<file path="src/rtl/sha256_pkg.sv">
// Shared SHA-256 constants, FSM state type, working-variable struct and bit helpers
// used by the round controller and its combinational round step.
package sha256_pkg;

  typedef enum logic [2:0] {ST_IDLE, ST_LOAD, ST_ROUND, ST_FINAL, ST_DONE} state_e;

  // Field a maps to H0 / digest[255:224] when the struct is used as the hash state.
  typedef struct packed {
    logic [31:0] a, b, c, d, e, f, g, h;
  } work_t;

  localparam logic [31:0] K [0:63] = '{
    32'h428a2f98, 32'h71374491, 32'hb5c0fbcf, 32'he9b5dba5, 32'h3956c25b, 32'h59f111f1, 32'h923f82a4, 32'hab1c5ed5,
    32'hd807aa98, 32'h12835b01, 32'h243185be, 32'h550c7dc3, 32'h72be5d74, 32'h80deb1fe, 32'h9bdc06a7, 32'hc19bf174,
    32'he49b69c1, 32'hefbe4786, 32'h0fc19dc6, 32'h240ca1cc, 32'h2de92c6f, 32'h4a7484aa, 32'h5cb0a9dc, 32'h76f988da,
    32'h983e5152, 32'ha831c66d, 32'hb00327c8, 32'hbf597fc7, 32'hc6e00bf3, 32'hd5a79147, 32'h06ca6351, 32'h14292967,
    32'h27b70a85, 32'h2e1b2138, 32'h4d2c6dfc, 32'h53380d13, 32'h650a7354, 32'h766a0abb, 32'h81c2c92e, 32'h92722c85,
    32'ha2bfe8a1, 32'ha81a664b, 32'hc24b8b70, 32'hc76c51a3, 32'hd192e819, 32'hd6990624, 32'hf40e3585, 32'h106aa070,
    32'h19a4c116, 32'h1e376c08, 32'h2748774c, 32'h34b0bcb5, 32'h391c0cb3, 32'h4ed8aa4a, 32'h5b9cca4f, 32'h682e6ff3,
    32'h748f82ee, 32'h78a5636f, 32'h84c87814, 32'h8cc70208, 32'h90befffa, 32'ha4506ceb, 32'hbef9a3f7, 32'hc67178f2
  };

  localparam work_t IV = work_t'({
    32'h6a09e667, 32'hbb67ae85, 32'h3c6ef372, 32'ha54ff53a,
    32'h510e527f, 32'h9b05688c, 32'h1f83d9ab, 32'h5be0cd19
  });

  function automatic logic [31:0] rotr(input logic [31:0] x, input int unsigned n);
    return (x >> n) | (x << (32 - n));
  endfunction

  function automatic logic [31:0] shr(input logic [31:0] x, input int unsigned n);
    return x >> n;
  endfunction

  function automatic logic [31:0] bsig0(input logic [31:0] x);
    return rotr(x, 2) ^ rotr(x, 13) ^ rotr(x, 22);
  endfunction

  function automatic logic [31:0] bsig1(input logic [31:0] x);
    return rotr(x, 6) ^ rotr(x, 11) ^ rotr(x, 25);
  endfunction

  function automatic logic [31:0] ssig0(input logic [31:0] x);
    return rotr(x, 7) ^ rotr(x, 18) ^ shr(x, 3);
  endfunction

  function automatic logic [31:0] ssig1(input logic [31:0] x);
    return rotr(x, 17) ^ rotr(x, 19) ^ shr(x, 10);
  endfunction

  function automatic work_t add_work(input work_t x, input work_t y);
    work_t r;
    r.a = x.a + y.a; r.b = x.b + y.b; r.c = x.c + y.c; r.d = x.d + y.d;
    r.e = x.e + y.e; r.f = x.f + y.f; r.g = x.g + y.g; r.h = x.h + y.h;
    return r;
  endfunction

endpackage

</file>
<file path="src/rtl/sha256_round_step.sv">
// One combinational SHA-256 compression round: a..h plus K[i] and W[i] in, next a..h out.
module sha256_round_step
  import sha256_pkg::*;
(
  input  work_t       work_i,
  input  logic [31:0] k_i,
  input  logic [31:0] w_i,
  output work_t       work_o
);

  logic [31:0] ch, maj, t1, t2;

  assign ch  = (work_i.e & work_i.f) ^ (~work_i.e & work_i.g);
  assign maj = (work_i.a & work_i.b) ^ (work_i.a & work_i.c) ^ (work_i.b & work_i.c);
  assign t1  = work_i.h + bsig1(work_i.e) + ch + k_i + w_i;
  assign t2  = bsig0(work_i.a) + maj;

  assign work_o = '{a: t1 + t2, b: work_i.a, c: work_i.b, d: work_i.c,
                    e: work_i.d + t1, f: work_i.e, g: work_i.f, h: work_i.g};

endmodule

</file>
<file path="src/rtl/sha256_round_ctrl.sv">
// SHA-256 block controller: loads 16 words, runs ROUNDS rounds with an on-the-fly
// message schedule, folds the result into H and holds the digest until taken.
module sha256_round_ctrl
  import sha256_pkg::*;
#(
  parameter int ROUNDS = 64
) (
  input  logic         clk,
  input  logic         rst_n,
  input  logic         start,
  input  logic         init,
  input  logic         w_valid,
  output logic         w_ready,
  input  logic [31:0]  w_data,
  output logic         busy,
  output logic         digest_valid,
  input  logic         digest_ready,
  output logic [255:0] digest
);

  localparam logic [5:0] LAST_ROUND = 6'(ROUNDS - 1);

  state_e      state_q;
  work_t       h_q, wk_q, wk_d;
  logic [3:0]  cnt_q;
  logic [5:0]  round_q;
  logic        w_ready_q, busy_q, dv_q;
  logic [31:0] w_q [16];
  logic [31:0] w_new, w_cur;
  logic        accept;

  assign accept = w_valid && w_ready_q;

  // Circular schedule: slot i[3:0] holds W[i-16] until overwritten with W[i].
  assign w_new = ssig1(w_q[round_q[3:0] - 4'd2]) + w_q[round_q[3:0] - 4'd7]
               + ssig0(w_q[round_q[3:0] - 4'd15]) + w_q[round_q[3:0]];
  assign w_cur = (round_q < 6'd16) ? w_q[round_q[3:0]] : w_new;

  sha256_round_step u_step (
    .work_i (wk_q),
    .k_i    (K[round_q]),
    .w_i    (w_cur),
    .work_o (wk_d)
  );

  always_ff @(posedge clk) begin
    if (accept) begin
      w_q[cnt_q] <= w_data;
    end else if (state_q == ST_ROUND && round_q >= 6'd16) begin
      w_q[round_q[3:0]] <= w_new;
    end
  end

  always_ff @(posedge clk or negedge rst_n) begin
    if (!rst_n) begin
      state_q   <= ST_IDLE;
      w_ready_q <= 1'b0;
      busy_q    <= 1'b0;
      dv_q      <= 1'b0;
      h_q       <= IV;
      wk_q      <= '0;
      cnt_q     <= '0;
      round_q   <= '0;
    end else begin
      case (state_q)
        ST_IDLE: begin
          if (start) begin
            if (init) h_q <= IV;
            wk_q      <= init ? IV : h_q;
            cnt_q     <= '0;
            state_q   <= ST_LOAD;
            w_ready_q <= 1'b1;
            busy_q    <= 1'b1;
          end
        end
        ST_LOAD: begin
          if (accept) begin
            cnt_q <= cnt_q + 4'd1;
            if (cnt_q == 4'd15) begin
              state_q   <= ST_ROUND;
              round_q   <= '0;
              w_ready_q <= 1'b0;
            end
          end
        end
        ST_ROUND: begin
          wk_q    <= wk_d;
          round_q <= round_q + 6'd1;
          if (round_q == LAST_ROUND) state_q <= ST_FINAL;
        end
        ST_FINAL: begin
          h_q     <= add_work(h_q, wk_q);
          dv_q    <= 1'b1;
          state_q <= ST_DONE;
        end
        ST_DONE: begin
          if (digest_ready) begin
            dv_q    <= 1'b0;
            busy_q  <= 1'b0;
            state_q <= ST_IDLE;
          end
        end
        default: begin
          state_q   <= ST_IDLE;
          w_ready_q <= 1'b0;
          busy_q    <= 1'b0;
          dv_q      <= 1'b0;
        end
      endcase
    end
  end

  assign w_ready      = w_ready_q;
  assign busy         = busy_q;
  assign digest_valid = dv_q;
  assign digest       = h_q;

endmodule

</file>
<file path="config.mk">
export PLATFORM = sky130hd
export DESIGN_NAME = sha256_round_ctrl
export DESIGN_NICKNAME = d
export VERILOG_FILES = /design/src/rtl/sha256_pkg.sv /design/src/rtl/sha256_round_step.sv /design/src/rtl/sha256_round_ctrl.sv
export SDC_FILE = /design/constraint.sdc
export NUM_CORES = 2
export LEC_CHECK = 0
export CORE_MARGIN = 2
export CORE_UTILIZATION = 40
export DETAILED_ROUTE_END_ITERATION = 6
export DONT_BUFFER_PORTS = 1
export PLACE_DENSITY = 0.54
export RECOVER_POWER = 50
export SLEW_MARGIN = 10
export SYNTH_ARGS = -nofsm -noshare
export SYNTH_HDL_FRONTEND = slang
export SYNTH_SLANG_ARGS = --single-unit
</file>
<file path="constraint.sdc">
create_clock -name clk -period 38.3 [get_ports clk]
set_clock_uncertainty 0.1 [all_clocks]
set_input_delay 5.745 -clock clk [delete_from_list [all_inputs] [get_ports clk]]
set_output_delay 5.745 -clock clk [all_outputs]
set_load 0.1 [all_outputs]
</file>
# Word-level counts from Yosys, hierarchy flattened
# Memory sizes are Yosys's and may differ from the RTL's.
# Cells that the tools add are included.
# classes
add_sub_neg	23
magnitude_cmp	3
eq_ne	11
n_mux	34
bitwise	31
reduce_logical	19
# op_table
op	n
$pmux 256 s2	2
$add 32x32->32	18
$mux 256	2
$xor 32x32->32	9
$and 32x32->32	5
$mux 32	4
$not 32->32	1
$or 10x32->32	1
$or 13x32->32	1
$or 14x32->32	1
$or 15x32->32	1
$or 19x32->32	1
$or 21x32->32	1
$or 25x32->32	1
$or 26x32->32	1
$or 30x32->32	1
$or 7x32->32	1
$reduce_or 32->1	1
$xor 32x22->32	1
$xor 32x29->32	1
$mux 3	5
$pmux 3 s5	1
$mux 4	3
$mux 6	2
other kinds (29)	56
# word_totals
register_bits	528
ram_bits	512
romBits	2048
input_bits	38
mem_count	2
# memory_table
memory	depth	word_bits	rd	rd_ports_with_merged_regs	wr	line	text
(no name shown)	64	32	1	0	0	sha256_round_ctrl.sv:41	.k_i (K[round_q]),
w_q	16	32	4	0	1	sha256_round_ctrl.sv:28	logic [31:0] w_q [16];

# Depth between registers and ports, before layout
# An unclocked memory read counts as a cell.
# logic_depth
word_depth	12
depth_mapped	61
ltp_nobuf	51

# Modules after synthesis
# Synthesis repeated with hierarchy kept, for this count alone.
# unflattened
hier_cells	7641
area_unflattened_um2	80076.8
# by_module_without_submodules
mod	instances	cells_per_inst	area_each_um2	seq_area_each_um2
sha256_round_ctrl	1	6362	69261.4	28757.6
sha256_round_step	1	1279	10815.4	0.0

# Worst setup path after synthesis
# No wires, ideal clock.
# synth_timing
path_kind	register to register
start	register round_q[0]
end	register wk_q[255] (netlist bit)
arrival_ns	12.962
setup_slack_ns	25.101
path_stages_with_launch	60
n_path_buf	11
synth_period_minus_slack_ns	13.199
path_cell_list	dfrtp_1 buf_6 buf_4 buf_2 buf_4 buf_4 buf_2 inv_1 clkbuf_1 ha_1 buf_2 buf_1 clkbuf_1 clkbuf_1 mux4_2 mux4_2 xnor2_1 xnor2_1 [24 not listed] o21a_1 o21ai_0 nand2b_1 a2111oi_1 nor2_1 a21o_1 a21oi_1 xnor2_1 inv_1 fa_1 inv_1 ha_1 a21oi_1 o21ai_0 a221oi_1 xnor2_1 xnor2_1 a21oi_1
# synth_between
elab_chain_cells	12
word_cells_on_any_way	25
classes_between	add/sub (9); order compare (1); mux (4); bitwise (9); memory (2)
# synth_rtl
element	line	text
from (decl)	sha256_round_ctrl.sv:26	logic [5:0] round_q;
from (signal assigned)	sha256_round_ctrl.sv:88	round_q <= round_q + 6'd1;
$sub 4x2->4	sha256_round_ctrl.sv:35	assign w_new = ssig1(w_q[round_q[3:0] - 4'd2]) + w_q[round_q[3:0] - 4'd7]
$mem_v2 16x32	--	
$or 15x32->32 or $or 13x32->32 (tied branches)	sha256_pkg.sv:29	return (x >> n) | (x << (32 - n));
$xor 32x32->32	sha256_pkg.sv:49	return rotr(x, 17) ^ rotr(x, 19) ^ shr(x, 10);
$xor 32x22->32	sha256_pkg.sv:49	
$add 32x32->32	sha256_round_ctrl.sv:35	
$add 32x32->32 (2 in series)	sha256_round_ctrl.sv:36	+ ssig0(w_q[round_q[3:0] - 4'd15]) + w_q[round_q[3:0]];
$mux 32	sha256_round_ctrl.sv:37	assign w_cur = (round_q < 6'd16) ? w_q[round_q[3:0]] : w_new;
$add 32x32->32 *	sha256_round_step.sv:15	assign t1 = work_i.h + bsig1(work_i.e) + ch + k_i + w_i;
$add 32x32->32 *	sha256_round_step.sv:18	assign work_o = '{a: t1 + t2, b: work_i.a, c: work_i.b, d: work_i.c,
$pmux 256 s2 *	sha256_round_ctrl.sv:65	case (state_q)
to (signal assigned)	sha256_round_ctrl.sv:69	wk_q <= init ? IV : h_q;
to (signal assigned)	sha256_round_ctrl.sv:87	wk_q <= wk_d;
to (decl)	sha256_round_ctrl.sv:24	work_t h_q, wk_q, wk_d;
# Mark *: on every way between the ends. The rest lies on a longest branch, timed or not. The select of a mux whose other input is x is not followed.
# A chain may end at the register's enable or synchronous reset.

==> impl_results.md <==
- Gp weighted congestion: 0.986
- CP Max Fanout: 159
- Clock buffer depth: 3
- Final period util: 51.5%
- Worst hold path depth: 2
- Placed cell area: 80400 sq um
- Die span in y: 446 um
- Antenna violations before repair: 15
- CTS Buf Count: 130
- PnR worst setup slack: 18.59 ns
- Syn avg cell area: 10.5 sq um
- First-pass GRT wire length: 434000 um
- CP delay by family, top: buffers and inverters
- Max Cap Violations: 30
- Post-CTS Resized: 0
- Core area: 194000 sq um
- Syn Nets: 8036
- CTS Hold Bufs: 0
- Worst-skew pair later-pin latency: 0.84 ns
- Largest net degree at the start of global routing: 529
- Clock Sinks: 1040
- Row Count: 162
- Post-synthesis register bit count: 1040
- Setup violations, final: 0
- Worst slew margin relative to its limit: -522%
- R2R Path Start: round_q[0]
- CTS tree: done
- PortBufs: 0
- Setup bufs post-CTS: 0
- Pre-CTS WS: 22.94 ns
- Post-Synthesis Cells: 7395
- Ports: 297
- Most common cell in the netlist: a21oi_1
- DP HPWL: 215000 um
- Total die area: 199000 sq um
- Initial DRC count: 6861
- Slew Limit Fails: 1174
- Routed WL per cell: 30.9 um
- Worst R2R End: wk_q[253]
- Crit. End Element: asynchronous set/reset pin
- Slowest-stage cell, CP: clkbuf_1
- Vias in the first global route: 58900
- Hold Crit Class: register to register
- Number of synthesized flops with an enable pin: 512
- Worst Path Buf+Inv: 2
- Ys Warns: 0
- Post-synth top flop: edfxtp_1
- Post-Route WL: 304000 um
- Synth Cell Area: 78000 sq um
- WS Path Type: primary input to asynchronous set/reset pin
- Final ANT Viol Nets: 0
- Top-area cell type share of the netlist area: 19.7%
- Critical path's largest stage delay: 6.41 ns
- Worst R2R Path Depth: 48
- Nets@finish: 7807
- Critical Path AT: 18.55 ns
- Fmax: 0.0507 GHz
- Failing checks: DRC, capacitance limit, slew limit
- R2R Setup Slk: 22.92 ns
- Yosys top cell by area: edfxtp_1
- Hold Startpoint: digest[158]
- Worst Tran Pin Value: 9.33 ns
- Synth top area cells: edfxtp_1, dfrtp_1, mux4_2
- Register area share after synthesis: 36.9%
- Vias: 62100
- Worst Setup Start Kind: primary input
- Worst Path Required: 37.15 ns
- Area growth from synthesis to layout: 8.66%
- Share of layout cells above drive strength 1: 10.8%
- Hold Path Sink: digest[158]
- Die Span X: 446 um
- DRC violations left: 4
- Avg Vias per Cell: 6.33
- Hold Vio Cnt, Final: 0
- Setup TNS: 0 ns
- Status: finished, violations left
- Starting Density: 40.1%
- Global Route Usage Sum: 30.0%
- Fin area: 84800 sq um
- H-tree depth: 4
- Final min period: 19.71 ns
- Crit path top cell by count: clkbuf_1
- Clock Pin Slew Worst Setup and Hold Paths: 0.06 ns
- CTS root buf: clkbuf_16
- CP Cell Sequence: clkbuf_1 > clkbuf_1
- Post-synth top cells: a21oi_1, o21ai_0, nor2_1
- Yosys cell types: 87
- Ys async rst share: 50.8%
- Core Util, Final: 43.6%
- Congestion Overflow GR: 0
- DR pass1 iterations: 7
- RSZ-0062 raised after global routing: no
## final cells by class
| class | count | area [sq um] |
|---|---|---|
| Fill cell | 18300 | 110000 |
| Multi-Input combinational cell | 5455 | 46000 |
| Sequential cell | 1040 | 28800 |
| Clock buffer | 174 | 3550 |
| Tap cell | 2542 | 3180 |
| Inverter | 434 | 1630 |
| Clock inverter | 64 | 881 |
| Timing Repair Buffer | 105 | 766 |
| Antenna cell | 8 | 20.0 |
## sequential cells by signal (all words and copies together) (netlist names)
name          count
wk_q            256
cnt_q             4
w_q             512
digest          256
round_q           6
state_q           3
busy              1
digest_valid      1
w_ready           1
## how the worst max path moves through the flow
stage	from	endpoint	slack (ns)	depth (start not counted)
after floorplan	round_q[0]	wk_q[255]	25.10	59
after global placement	round_q[0]	wk_q[253]	23.14	44
after detailed placement	round_q[0]	wk_q[253]	22.94	43
after CTS	round_q[0]	wk_q[253]	22.88	43
after global routing	rst_n	digest[244]	16.11	2
final	rst_n	digest[244]	18.59	2
## cells by family (layout without fill, tap and decap cells)
logic type,Yosys count,count (layout),synth area share (%)
AOI/OAI and AO/OA,2027,2027,16.1
and+or+nand+nor,1630,1630,9.65
DFF,1040,1040,36.9
buffers and inverters,900,777,4.49
adders and majority gates,606,606,11.6
muxes,605,605,14.6
xor gates and xnor gates,587,587,6.63
other,0,8,0
## placed cells by master, fill, tap and decap left out, types with 21 or more instances in the layout
cell       synthesis  routed
and3_1            38      38
ha_1             408     404
clkbuf_1         350      60
nor2_1           514     494
nor2b_1           64      63
dfstp_1            0     136
clkbuf_16          0     131
nand3_1          109     108
dfrtp_1          392     386
mux2i_1          171     171
xnor2_1          348     347
fa_1             195     195
o21ai_0          550     550
nor3_1           154     153
clkinv_2           0      21
nand2_1          483     480
inv_1            432     431
or3_1             37      36
nor3b_1           73      73
o21bai_1          33      33
buf_4             13      71
o22ai_1          124     124
o31ai_1           60      60
a21oi_1          575     575
o211ai_1          49      49
a211oi_1          59      59
a221oi_1          25      25
a21o_1           228     228
a221o_1           23      23
edfxtp_1         512     512
nand2b_1          53      53
o21a_1            48      48
xor2_1           235     235
mux4_2           414     414
nand4_1           29      29
o221ai_1          29      29
a31oi_1           50      50
## layer usage
layer | GRT usage (%) | vias to the layer above | share of wire [%]
met5 | 0 | - | 0.013
met4 | 14.2 | 6 | 5.3
met3 | 5.59 | 665 | 8.5
met2 | 46.5 | 3156 | 45
met1 | 40.6 | 31400 | 41
li1 | - | 26900 | -
## worst register-to-register path: cells and delay by family, from the launching register on
kind / cells / cell delay (ns)
compound gates: 19 / 4.32
xor+xnor: 5 / 1.02
fa+ha+maj: 8 / 3.35
buf+inv: 8 / 3.55
flops: 1 / 0.81
mux: 2 / 1.22
simple gates: 6 / 0.87
## through the flow
stage | std cells | hold slack, ns
after floorplan | 7395 | 0.396
after global placement | 9573 | 0.370
after detailed placement | 9573 | 0.383
after CTS | 9811 | 0.396
after global routing | 9821 | 0.443
final | 9822 | 0.394
Power is left out: the tool's default activity adds up to more than one toggle a clock period on the data nets, which glitch-free logic cannot reach.
